===== src/rtl/fifo_ctrl_32x1024_if.sv =====
// User-side port bundle of the 32x1024 FIFO controller: write/read requests,
// read-data return and the status and error flags.
interface fifo_ctrl_32x1024_if;
  logic        flush;
  logic        push;
  logic [31:0] wr_data;
  logic        pop;
  logic [31:0] rd_data;
  logic        rd_valid;
  logic        full;
  logic        empty;
  logic        almost_full;
  logic        almost_empty;
  logic [10:0] count;
  logic        overflow;
  logic        underflow;

  // Handshake: a push is taken in any cycle where push=1 and full=0, and a pop
  // where pop=1 and empty=0 (flags as registered at the start of the cycle).
  // A refused request is not retried; it only sets the sticky overflow or
  // underflow flag. Each taken pop returns rd_data with rd_valid=1 exactly one
  // cycle later, and rd_data is only meaningful while rd_valid=1.
  modport master (
    output flush, push, wr_data, pop,
    input  rd_data, rd_valid, full, empty, almost_full, almost_empty,
           count, overflow, underflow
  );

  modport slave (
    input  flush, push, wr_data, pop,
    output rd_data, rd_valid, full, empty, almost_full, almost_empty,
           count, overflow, underflow
  );
endinterface


===== src/rtl/fifo_ctrl_32x1024.sv =====
// Synchronous FIFO controller driving an external 32x1024 dual-port SRAM.
// It uses 11-bit wrap-flagged pointers and keeps count and all flags registered.
module fifo_ctrl_32x1024 #(
  parameter int AFULL_THRESH  = 1008,
  parameter int AEMPTY_THRESH = 16
) (
  input  logic                 clk,
  input  logic                 rst_n,
  fifo_ctrl_32x1024_if.slave   bus,
  output logic                 ram_wen,
  output logic [9:0]           ram_waddr,
  output logic [31:0]          ram_din,
  output logic                 ram_ren,
  output logic [9:0]           ram_raddr,
  input  logic [31:0]          ram_dout
);

  localparam logic [10:0] AF_LVL = 11'(AFULL_THRESH);
  localparam logic [10:0] AE_LVL = 11'(AEMPTY_THRESH);

  logic [10:0] wptr, rptr, wptr_nxt, rptr_nxt, count_nxt;
  logic [10:0] count_q;
  logic        empty_q, full_q, afull_q, aempty_q;
  logic        rd_valid_q, overflow_q, underflow_q;
  logic        push_ok, pop_ok;

  // Acceptance uses the flags registered at cycle start; reset and flush
  // cycles never touch the SRAM.
  assign push_ok = rst_n && !bus.flush && bus.push && !full_q;
  assign pop_ok  = rst_n && !bus.flush && bus.pop  && !empty_q;

  assign ram_wen   = push_ok;
  assign ram_waddr = wptr[9:0];
  assign ram_din   = bus.wr_data;
  assign ram_ren   = pop_ok;
  assign ram_raddr = rptr[9:0];

  always_comb begin
    wptr_nxt  = wptr + {10'd0, push_ok};
    rptr_nxt  = rptr + {10'd0, pop_ok};
    count_nxt = wptr_nxt - rptr_nxt;
  end

  always_ff @(posedge clk) begin
    if (!rst_n) begin
      wptr        <= '0;
      rptr        <= '0;
      count_q     <= '0;
      empty_q     <= 1'b1;
      full_q      <= 1'b0;
      afull_q     <= 1'b0;
      aempty_q    <= 1'b1;
      rd_valid_q  <= 1'b0;
      overflow_q  <= 1'b0;
      underflow_q <= 1'b0;
    end else if (bus.flush) begin
      wptr        <= '0;
      rptr        <= '0;
      count_q     <= '0;
      empty_q     <= 1'b1;
      full_q      <= 1'b0;
      afull_q     <= 1'b0;
      aempty_q    <= 1'b1;
      rd_valid_q  <= 1'b0;
      overflow_q  <= 1'b0;
      underflow_q <= 1'b0;
    end else begin
      wptr        <= wptr_nxt;
      rptr        <= rptr_nxt;
      count_q     <= count_nxt;
      // Flags come from the next pointers so they always agree with count_q.
      empty_q     <= (wptr_nxt == rptr_nxt);
      full_q      <= (wptr_nxt[9:0] == rptr_nxt[9:0]) && (wptr_nxt[10] != rptr_nxt[10]);
      afull_q     <= (count_nxt >= AF_LVL);
      aempty_q    <= (count_nxt <= AE_LVL);
      rd_valid_q  <= pop_ok;
      overflow_q  <= overflow_q  | (bus.push && full_q);
      underflow_q <= underflow_q | (bus.pop  && empty_q);
    end
  end

  assign bus.rd_data      = ram_dout;
  assign bus.rd_valid     = rd_valid_q;
  assign bus.count        = count_q;
  assign bus.empty        = empty_q;
  assign bus.full         = full_q;
  assign bus.almost_full  = afull_q;
  assign bus.almost_empty = aempty_q;
  assign bus.overflow     = overflow_q;
  assign bus.underflow    = underflow_q;

endmodule


===== src/flat_wrapper.sv =====
// flat-port wrapper written by rule: the top's interface ports become plain ports
module fifo_ctrl_32x1024_flat 
#(
  parameter int AFULL_THRESH  = 1008,
  parameter int AEMPTY_THRESH = 16
)
  (clk, rst_n, ram_wen, ram_waddr, ram_din, ram_ren, ram_raddr, ram_dout, bus_flush, bus_push, bus_wr_data, bus_pop, bus_rd_data, bus_rd_valid, bus_full, bus_empty, bus_almost_full, bus_almost_empty, bus_count, bus_overflow, bus_underflow);
  fifo_ctrl_32x1024_if bus_i ();
  input  logic clk;
  input  logic rst_n;
  output logic ram_wen;
  output logic [9:0] ram_waddr;
  output logic [31:0] ram_din;
  output logic ram_ren;
  output logic [9:0] ram_raddr;
  input  logic [31:0] ram_dout;
  input wire logic [$bits(bus_i.flush)-1:0] bus_flush;
  input wire logic [$bits(bus_i.push)-1:0] bus_push;
  input wire logic [$bits(bus_i.wr_data)-1:0] bus_wr_data;
  input wire logic [$bits(bus_i.pop)-1:0] bus_pop;
  output wire logic [$bits(bus_i.rd_data)-1:0] bus_rd_data;
  output wire logic [$bits(bus_i.rd_valid)-1:0] bus_rd_valid;
  output wire logic [$bits(bus_i.full)-1:0] bus_full;
  output wire logic [$bits(bus_i.empty)-1:0] bus_empty;
  output wire logic [$bits(bus_i.almost_full)-1:0] bus_almost_full;
  output wire logic [$bits(bus_i.almost_empty)-1:0] bus_almost_empty;
  output wire logic [$bits(bus_i.count)-1:0] bus_count;
  output wire logic [$bits(bus_i.overflow)-1:0] bus_overflow;
  output wire logic [$bits(bus_i.underflow)-1:0] bus_underflow;
  assign bus_i.flush = bus_flush;
  assign bus_i.push = bus_push;
  assign bus_i.wr_data = bus_wr_data;
  assign bus_i.pop = bus_pop;
  assign bus_rd_data = bus_i.rd_data;
  assign bus_rd_valid = bus_i.rd_valid;
  assign bus_full = bus_i.full;
  assign bus_empty = bus_i.empty;
  assign bus_almost_full = bus_i.almost_full;
  assign bus_almost_empty = bus_i.almost_empty;
  assign bus_count = bus_i.count;
  assign bus_overflow = bus_i.overflow;
  assign bus_underflow = bus_i.underflow;
  fifo_ctrl_32x1024 #(.AFULL_THRESH(AFULL_THRESH), .AEMPTY_THRESH(AEMPTY_THRESH)) u_core (.clk(clk), .rst_n(rst_n), .bus(bus_i), .ram_wen(ram_wen), .ram_waddr(ram_waddr), .ram_din(ram_din), .ram_ren(ram_ren), .ram_raddr(ram_raddr), .ram_dout(ram_dout));
endmodule

===== config.mk =====
export PLATFORM = sky130hd
export DESIGN_NAME = fifo_ctrl_32x1024_flat
export DESIGN_NICKNAME = d
export VERILOG_FILES = /design/src/rtl/fifo_ctrl_32x1024_if.sv /design/src/rtl/fifo_ctrl_32x1024.sv /design/src/flat_wrapper.sv
export SDC_FILE = /design/constraint.sdc
export NUM_CORES = 1
export LEC_CHECK = 0
export CAP_MARGIN = 20
export CORE_ASPECT_RATIO = 1.4
export CORE_MARGIN = 10
export CORE_UTILIZATION = 37
export CTS_CLUSTER_SIZE = 14
export DETAILED_ROUTE_END_ITERATION = 10
export GPL_TIMING_DRIVEN = 0
export PLACE_DENSITY_LB_ADDON = 0.05
export SLEW_MARGIN = 10
export SYNTH_ARGS = -nofsm -noshare
export SYNTH_HDL_FRONTEND = slang
export SYNTH_SLANG_ARGS = --single-unit

===== constraint.sdc =====
create_clock -name clk -period 4.9 [get_ports clk]
set_input_delay 0.98 -clock clk [delete_from_list [all_inputs] [get_ports clk]]
set_output_delay 0.98 -clock clk [all_outputs]
set_load 0.02 [all_outputs]

==> results of run 1 <==
## where the power goes
part	internal (mW)	switching, mW	leakage, nW
logic	0.0895	0.0695	1.29
clock network	0.0970	0.114	0.0410
registers	0.326	0.000879	0.322
total	0.513	0.185	1.66
## flip-flops by register name (all words and copies together), names as in the netlist
signal and flops:
u_core.bus.full 1, u_core.bus.almost_empty 1, u_core.wptr 11, u_core.rptr 11
u_core.bus.empty 1, u_core.bus.count 11, u_core.bus.almost_full 1, u_core.bus.rd_valid 1
u_core.bus.underflow 1, u_core.bus.overflow 1
## repair_timing
action	CTS	global route
resized for setup	6	5
pin swaps	0	0
setup endpoints to repair	4	2
## how the worst max path moves through the flow
| stage | cells past startpoint | slack, ns | startpoint | endpoint |
|---|---|---|---|---|
| global route | 17 | 0.02 | bus_flush | u_core.bus.almost_empty |
| CTS | 15 | 0.03 | bus_flush | u_core.bus.almost_empty |
| detailed placement | 16 | -0.62 | bus_flush | u_core.bus.almost_empty |
| floorplan | 16 | 0.003 | bus_flush | u_core.bus.almost_empty |
| global placement | 16 | -0.59 | bus_flush | u_core.bus.almost_empty |
| finish | 15 | 0.22 | bus_flush | u_core.bus.almost_empty |
## cells in the final DEF, fill, tap and decap left out, types with 2 or more instances in the layout
cell,instances
nand4_1,5
nor2_1,37
ha_1,6
a311o_1,2
o21ai_0,8
nor2b_1,2
clkbuf_8,5
clkdlybuf4s50_1,108
o2111ai_1,2
o31ai_1,3
o211ai_1,3
clkbuf_1,4
and2_1,10
nand2_1,16
or3_1,5
maj3_2,3
inv_1,7
o21a_1,2
xnor2_1,15
xor2_1,13
nand3_1,14
nor3b_4,2
nor3_1,6
dfxtp_1,40
a211o_1,3
buf_4,84
a21oi_1,7
## routing by layer
metal	vias to the layer above	part of all wire, %	wire length [um]
li1	1268	-	-
met1	1125	34	2980
met2	119	52	4460
met3	12	12	1050
met4	0	1.9	167
met5	-	0	0
## worst reg2reg max path, stage by stage (launching register included)
cell and delay (ns):
dfxtp_1 0.36, nor3b_4 0.22, ha_1 0.25, ha_1 0.30, fa_2 0.40, maj3_2 0.32
maj3_2 0.34, maj3_2 0.33, a21o_1 0.22, a32o_1 0.24, nor2_2 0.16, inv_2 0.05
o41ai_2 0.31
## through the flow
step / worst slack, ns / instance area (um^2) / total power [mW] / instances
after floorplan: 0.00276 / 2750 / 0.426 / 329
after global placement: -0.587 / 3950 / 0.493 / 534
after detailed placement: -0.620 / 3950 / 0.494 / 534
after CTS: 0.0303 / 4050 / 0.708 / 541
after global routing: 0.0175 / 4070 / 0.732 / 541
final: 0.219 / 4070 / 0.697 / 541
## cell type report
class	instances	area [um^2]
Clock buffer	6	72.6
Fill cell	764	3250
Inverter	8	30.0
Sequential cell	40	801
Timing Repair Buffer	108	1080
Buffer	89	658
Tap cell	97	121
Multi-Input combinational cell	192	1300
Clock inverter	1	5.00
## cell usage after synthesis, types with 2 or more instances
| cell type | count | area share (%) |
|---|---|---|
| a21oi_1 | 7 | 1.3 |
| o21ai_0 | 8 | 1.5 |
| clkbuf_1 | 4 | 0.55 |
| nand3_1 | 14 | 2.6 |
| a211o_1 | 3 | 0.96 |
| o211ai_1 | 3 | 0.82 |
| and2_1 | 10 | 2.3 |
| xnor2_1 | 15 | 4.8 |
| buf_4 | 84 | 23 |
| nor2b_1 | 2 | 0.46 |
| nand2_1 | 16 | 2.2 |
| a311o_1 | 2 | 0.73 |
| o31ai_1 | 3 | 0.82 |
| o2111ai_1 | 2 | 0.64 |
| or3_1 | 5 | 1.1 |
| inv_1 | 7 | 0.96 |
| nand4_1 | 5 | 1.1 |
| nor3_1 | 6 | 1.1 |
| ha_1 | 7 | 3.2 |
| nor3b_1 | 3 | 0.82 |
| dfxtp_1 | 40 | 29 |
| xor2_1 | 13 | 4.1 |
| o21a_1 | 2 | 0.55 |
| nor2_1 | 37 | 5.1 |
| maj3_2 | 3 | 1.2 |
## kinds of logic after synthesis
kind of cell    share of synthesized area (%)
compound gates                           11.8
xor+xnor                                 8.93
fa+ha+maj                                5.15
buf+inv                                  24.8
flops                                    29.2
simple gates                             20.1
==> metrics.md, run 1 <==
| Metric | Value |
|---|---|
| Clock period minus worst slack | `4.68 ns` |
| Met3 Usage GRT | `8.62%` |
| Max incr delay on CP | `0.41 ns` |
| Initial antenna violation count | `0` |
| Worst R2R Path Depth | `12` |
| Max Buffers Root-to-Sink | `2` |
| Synth Register Bits | `40` |
| Final clock period utilization by the worst path | `95.5%` |
| Worst-margin pin slew | `0.695 ns` |
| Drt wl/cell | `16.0 um` |
| CTS Hold Bufs | `0` |
| Gate Count Post-Synth | `329` |
| PortBufs | `108` |
| Total Routing Usage GR | `15.1%` |
| Setup violators final | `0` |
| Reg-to-reg endpoint | `u_core.bus.almost_empty` |
| Global routing usage on met1 | `13.6%` |
| Total CTS buffers | `5` |
| Post-Syn Nets | `406` |
| DRC viols | `0` |
| PD cells | `172 mW/mm^2` |
| Hold Vio Cnt, Final | `0` |
| Post-DR vias/cell | `4.67` |
| Total negative slack | `0 ns` |
| FMAX | `214 MHz` |
| Hold_ws | `0.482 ns` |
| Clock-pin slew on the worst setup and hold paths | `0.08 ns` |
| Die W | `92.8 um` |
| Post-synth EDFFs | `0` |
| Setup CP Type | `input pin to register` |
| Fin util | `55.6%` |
| Worst Clk Skew | `0.00407 ns` |
| Fraction of registers with async set/reset | `0%` |
| CP Buf/Inv Count | `3` |
| Area of the die | `0.0113 mm^2` |
| Crit end category | `register` |
| CP max-delay cell | `clkdlybuf4s50_1` |
| ANT nets after route | `0` |
| Starting density of the core | `37.5%` |
| Crit path max-delay family | `adder cells` |
| First-pass GRT wire length | `13600 um` |
| Crit path DAT | `4.88 ns` |
| Pin count of the biggest net entering global routing | `12` |
| Hold path endpoint | `u_core.bus.overflow` |
| Warnings from Yosys | `0` |
| CTS tree | `yes` |
| Main flop type after synthesis | `dfxtp_1` |
| Grt total ovfl | `0` |
| Worst Min Path Start | `u_core.bus.overflow` |
| Hold depth | `2` |
| Worst-skew pair later-pin latency | `0.29 ns` |
| Critical Path Start Type | `input pin` |
| Sequential area share after synthesis | `29.2%` |
| DR iter-0 viols | `65` |
| Reg2reg setup slack | `1.33 ns` |
| # Post-CTS Setup Buffers | `0` |
| 1st-pass router iterations | `6` |
| CTS sink count | `40` |
| Most crowded layer after global routing | `met2` |
| Vias in the first global route | `2687` |
| Hold WC Path Type | `register to register` |
| Area Overhead vs Synth | `48.1%` |
| Rows | `37` |
| Nets@finish | `521` |
| Leak | `1.66 nW` |
| CTS root buffer | `clkbuf_8` |
| Final wirelength | `8650 um` |
| Boundary pin count | `173` |
| # diodes | `0` |
| Die height | `122 um` |
| RD Place Congestion | `0.810` |
| Slew Limit Fails | `0` |
| Status | `complete, no violations` |
| Most used cell, CP | `maj3_2` |
| Worst-path fanout max | `10` |
| Distinct cell type count after synthesis | `53` |
| Max VDD drop | `0.107 mV` |
| FF-to-FF Start | `u_core.bus.full` |
| Synthesized cell area | `0.00275 mm^2` |
| Vias | `2524` |
| Fraction of layout cells with a size suffix above 1 | `24.5%` |
| Normalized max-slew margin | `53.2%` |
| CP required | `5.10 ns` |
| Worst-path cell chain | `clkdlybuf4s50_1 -> nand2b_2 -> buf_6 -> nor3b_4 -> ha_1 -> ha_1 -> fa_2 -> maj3_2 -> maj3_2 -> maj3_2 -> a21o_1 -> a32o_1 -> nor2_2 -> inv_2 -> o41ai_2` |
| RSZ-0062 raised after global routing | `false` |
| Max Cap Violations | `0` |
| Hpwl dp | `7430 um` |
| Core area | `0.00731 mm^2` |
| H-Tree Depth | `2` |
| GR met2 Demand/Resource | `27.2%` |
| Average size of a mapped cell | `8.35 um^2` |
Note: power is estimated with default switching activity, not from simulation.
==> inputs of run 2 (changes only) <==
CORE_UTILIZATION = 34   (was 37)
clock period = 3.8 ns   (was 4.9 ns; I/O delays follow)
==> run 2 against run 1 <==
- the flow now finishes with violations (setup timing)
- utilization down 1.2 points
- worst setup slack worse by 0.27 ns
- flip-flop and latch count unchanged
- non-clock buffer count up 11
- first-iteration DRC count is 6.2% lower
- combinational power is 33% higher
- wire length rose by 2.4%
- final area increased by 4.2%
- critical path depth shrank 1
==> metrics.md, run 2 (same netlist as run 1, synthesis figures left out) <==
| Metric | Value |
|---|---|
| FMAX | `260 MHz` |
| GR met2 Demand/Resource | `25.2%` |
| DRC viols | `0` |
| Setup CP Type | `input pin to register` |
| CTS root buffer | `clkbuf_8` |
| Setup violators final | `1` |
| Crit path DAT | `4.06 ns` |
| CTS tree | `yes` |
| Worst-margin pin slew | `0.766 ns` |
| Leak | `1.73 nW` |
| Hpwl dp | `7620 um` |
| Slew Limit Fails | `0` |
| Hold Vio Cnt, Final | `0` |
| Global routing usage on met1 | `12.6%` |
| RSZ-0062 raised after global routing | `true` |
| PD cells | `220 mW/mm^2` |
| Starting density of the core | `35.2%` |
| Most crowded layer after global routing | `met2` |
| PortBufs | `108` |
| Core area | `0.00780 mm^2` |
| Status | `finished with violations` |
| Worst R2R Path Depth | `13` |
| Final wirelength | `8860 um` |
| Normalized max-slew margin | `48.5%` |
| Max Buffers Root-to-Sink | `2` |
| Hold WC Path Type | `register to register` |
| Hold depth | `2` |
| First-pass GRT wire length | `13500 um` |
| Pwr Total | `0.930 mW` |
| Non-filler cells, final | `556` |
| Vias in the first global route | `2644` |
| Placed insts | `537` |
| ANT nets after route | `0` |
| Max VDD drop | `0.148 mV` |
| CTS sink count | `40` |
| 1st-pass router iterations | `4` |
| Fraction of layout cells with a size suffix above 1 | `29.2%` |
| H-Tree Depth | `2` |
| Initial antenna violation count | `0` |
| Failing checks | `setup timing` |
| Worst-skew pair later-pin latency | `0.30 ns` |
| Die W | `96.0 um` |
| Clock period minus worst slack | `3.85 ns` |
| Max Cap Violations | `0` |
| Total Routing Usage GR | `14.2%` |
| RD Place Congestion | `0.793` |
| Grt total ovfl | `0` |
| Final worst setup slack | `-0.0483 ns` |
| Worst Clk Skew | `0.00893 ns` |
| Commonest non-fill, non-tap cell in the layout | `clkdlybuf4s50_1` |
| FILL cells | `751` |
| Setup WS pre-CTS | `-1.03 ns` |
| Vias | `2597` |
| Most used cell, CP | `maj3_2` |
| Commonest non-fill, non-tap cells in the layout | `clkdlybuf4s50_1, buf_4, dfxtp_1, nor2_1, nand2_1` |
| Fin util | `54.3%` |
| DP Area | `0.00400 mm^2` |
| CP required | `4.01 ns` |
| Area of the die | `0.0121 mm^2` |
| Final clock period utilization by the worst path | `101%` |
| Die height | `126 um` |
| Crit end category | `register` |
| Post-DR vias/cell | `4.67` |
| Total negative slack | `-0.0483 ns` |
| Hold_ws | `0.475 ns` |
| Pin count of the biggest net entering global routing | `13` |
| Drt wl/cell | `15.9 um` |
| Total CTS buffers | `5` |
| Critical Path Start Type | `input pin` |
| Worst-path cell chain | `dlygate4sd2_1 -> nor3b_4 -> ha_4 -> ha_1 -> inv_2 -> fa_2 -> maj3_2 -> maj3_2 -> maj3_2 -> a21o_1 -> buf_6 -> xor2_2 -> nand3b_1 -> o41ai_2` |
| Clock-pin slew on the worst setup and hold paths | `0.08 ns` |
| Area Overhead vs Synth | `54.3%` |
| Worst-path fanout max | `3` |
| # diodes | `0` |
| Met3 Usage GRT | `7.56%` |
| Rows | `38` |
| Boundary pin count | `173` |
| Finished Cell Area | `0.00424 mm^2` |
| DR iter-0 viols | `61` |
| Max incr delay on CP | `0.39 ns` |
| CP max-delay cell | `fa_2` |
| Nets@finish | `532` |
## run 2: cell types whose count changed in the layout (fill, tap and decap cells not counted), moves of 2 or more
| cell | change |
|---|---|
| clkdlybuf4s50_1 | -4 |
| inv_2 | +2 |
| inv_1 | -3 |
| dlygate4sd2_1 | +2 |
| ha_1 | -3 |
| ha_4 | +4 |
| buf_4 | +11 |
## run 2: layout make-up
cell class	count	area, um^2	share of cell area, %
multi-input cells	192	1370	32.4
repair buffers	120	1170	27.6
flip-flops and latches	40	801	18.9
plain buffers	88	647	15.3
well taps	100	125	2.95
clock buffers	6	82.6	1.95
inverters	8	32.5	0.768
clock inverters	2	10.0	0.236
## run 2: final timing paths
kind                                            from  slack [ns]                     end
worst max-delay path                         bus_pop       -0.05  u_core.bus.almost_full
worst min-delay path            u_core.bus.underflow        0.47    u_core.bus.underflow
worst max register to register      u_core.bus.empty        0.33  u_core.bus.almost_full
worst min register to register  u_core.bus.underflow        0.47    u_core.bus.underflow
## run 2: timing repair
item	in CTS	in global routing
hold buffers	0	0
setup endpoints to repair	9	3
resized for setup	21	5
buffers inserted	8	4
pin swaps	12	11
## run 2: power breakdown
part | switching [mW] | leakage [nW] | internal [mW] | total, mW
logic | 0.0916 | 1.36 | 0.119 | 0.211
clock network | 0.153 | 0.0510 | 0.145 | 0.298
registers | 0.00122 | 0.322 | 0.421 | 0.422
## run 2: critical path, delay by kind of cell
family,cells,cell delay (ns)
adder cells (fa/ha/maj),6,1.80
AO/OA/AOI/OAI,2,0.55
buffers and inverters,3,0.45
AND/OR/NAND/NOR,2,0.37
XOR/XNOR,1,0.15
## run 2: metal layers
layer | wire [um] | up-vias
li1 | - | 1296
met1 | 2800 | 1155
met2 | 4570 | 131
met3 | 1230 | 15
met4 | 263 | 0
met5 | 0 | -
==> inputs of run 3 (changes only) <==
CORE_UTILIZATION = 37   (was 34)
clock period = 4.2 ns   (was 3.8 ns; I/O delays follow)
==> run 3 against run 2 <==
- register-to-register slack better by 0.46 ns
- worst setup slack better by 0.18 ns
- hold slack better by 0.0014 ns
- flip-flop and latch count unchanged
- the flow now finishes without violations
- sequential share of layout area down 0.24 points
==> metrics.md, run 3 (same netlist as run 1, synthesis figures left out) <==
| Metric | Value |
|---|---|
| Status | `complete, no violations` |
| Max VDD drop | `0.138 mV` |
| Fraction of layout cells with a size suffix above 1 | `29.2%` |
| Vias in the first global route | `2724` |
| DRC viols | `0` |
| Hold depth | `2` |
| FMAX | `246 MHz` |
| Initial antenna violation count | `0` |
| Multi-input logic area | `0.00140 mm^2` |
| Vias | `2602` |
| Max incr delay on CP | `0.36 ns` |
| WP depth | `16` |
| Core area | `0.00731 mm^2` |
| Setup violators final | `0` |
| CP Buf/Inv Count | `4` |
| CP max-delay cell | `fa_2` |
| Setup CP Type | `input pin to register` |
| Post-DR vias/cell | `4.71` |
| PortBufs | `108` |
| Drt wl/cell | `15.8 um` |
| Clock-pin slew on the worst setup and hold paths | `0.07 ns` |
| Area of the die | `0.0113 mm^2` |
| Nets@finish | `532` |
| FILL cells | `713` |
| Most used cell, CP | `maj3_2` |
| Rows | `37` |
| Worst-margin pin slew | `0.762 ns` |
| Final worst setup slack | `0.128 ns` |
| Slew Limit Fails | `0` |
| Crit path DAT | `4.27 ns` |
| Starting density of the core | `37.5%` |
| First-pass GRT wire length | `13700 um` |
| CP required | `4.40 ns` |
| Final clock period utilization by the worst path | `96.9%` |
| Worst-path fanout max | `3` |
| Sequential Area | `801 um^2` |
| CTS root buffer | `clkbuf_8` |
| PD cells | `198 mW/mm^2` |
| CTS tree | `yes` |
| Total Routing Usage GR | `15.0%` |
| RD Place Congestion | `0.805` |
| Grt total ovfl | `0` |
| H-Tree Depth | `2` |
| CTS Hold Bufs | `0` |
| Setup WS pre-CTS | `-0.680 ns` |
| Crit end category | `register` |
| Critical Path Start Type | `input pin` |
| Max Cap Violations | `0` |
| Pin count of the biggest net entering global routing | `12` |
| Leak | `1.76 nW` |
| Area Overhead vs Synth | `56.3%` |
| ANT nets after route | `0` |
| Normalized max-slew margin | `48.9%` |
| Final wirelength | `8720 um` |
| # diodes | `0` |
| Placed insts | `534` |
| Hpwl dp | `7350 um` |
| Total CTS buffers | `5` |
| Hold WC Path Type | `register to register` |
| Commonest non-fill, non-tap cells in the layout | `clkdlybuf4s50_1, buf_4, dfxtp_1, nor2_1, nand2_1` |
| Crit path max-delay family | `adder cells` |
| Clock period minus worst slack | `4.07 ns` |
| Die W | `92.8 um` |
| 1st-pass router iterations | `4` |
| Non-filler cells, final | `552` |
| Worst R2R Path Depth | `13` |
| Worst-skew pair later-pin latency | `0.29 ns` |
| Boundary pin count | `173` |
| CTS sink count | `40` |
| Hold Vio Cnt, Final | `0` |
| Commonest non-fill, non-tap cell in the layout | `clkdlybuf4s50_1` |
| Worst-path cell chain | `dlygate4sd2_1 -> nand2b_4 -> clkbuf_16 -> nor3b_4 -> ha_4 -> inv_4 -> ha_4 -> inv_1 -> fa_2 -> maj3_2 -> maj3_2 -> maj3_2 -> a21o_1 -> xor2_2 -> nand3b_1 -> o41ai_2` |
| DR iter-0 viols | `71` |
| Worst Clk Skew | `0.00596 ns` |
| Max Buffers Root-to-Sink | `2` |
| Die height | `122 um` |
-- run 3: per-layer routing --
metal / vias to the layer above / share of wire, % / track usage (%)
met4: 0 / 1.7 / 4.45
met5: - / 0 / 0
met1: 1174 / 35 / 14.6
li1: 1301 / - / -
met2: 117 / 53 / 27.2
met3: 10 / 11 / 7.26
-- run 3: power breakdown --
| group | switching (mW) | internal (mW) |
|---|---|---|
| Clock | 0.132 | 0.146 |
| Combinational | 0.0827 | 0.109 |
| Sequential | 0.00124 | 0.381 |
-- run 3: what timing repair did --
action | in CTS | in global routing
endpoints found under the setup margin | 5 | 2
resized for setup | 15 | 8
pin swaps | 16 | 12
buffers inserted | 7 | 4
-- run 3: tightest hold or removal path: stages (launching register included) --
cell and delay (ns):
dfxtp_1 0.33, a21oi_1 0.04, nor2_1 0.07
-- run 3: through the flow --
step / utilization (%) / power, mW / setup TNS, ns / hold slack [ns] / instance area [um^2]
2_1_floorplan: - / 0.500 / 0 / 0.486 / 2790
3_3_place_gp: 54.6 / 0.579 / -2.96 / 0.461 / 3990
3_5_place_dp: 54.6 / 0.580 / -2.99 / 0.469 / 3990
4_1_cts: 57.8 / 0.862 / 0 / 0.486 / 4230
5_1_grt: 58.7 / 0.887 / -0.0292 / 0.522 / 4290
6_report: 58.7 / 0.852 / 0 / 0.476 / 4290
-- run 3: path summary, 6_finish.rpt --
path	startpoint	end	slack (ns)
max reg2reg	u_core.bus.full	u_core.bus.almost_full	0.79
min reg2reg	u_core.bus.overflow	u_core.bus.overflow	0.48
max	rst_n	u_core.bus.almost_full	0.13
min	u_core.bus.overflow	u_core.bus.overflow	0.48
-- run 3: final cells by class --
type / count / area share [%]
timing repair buffer: 119 / 27.1
inverter: 8 / 0.758
buffer: 89 / 15.7
multi-input combinational: 192 / 32.7
sequential: 40 / 18.7
tap: 97 / 2.83
clock buffer: 7 / 2.24
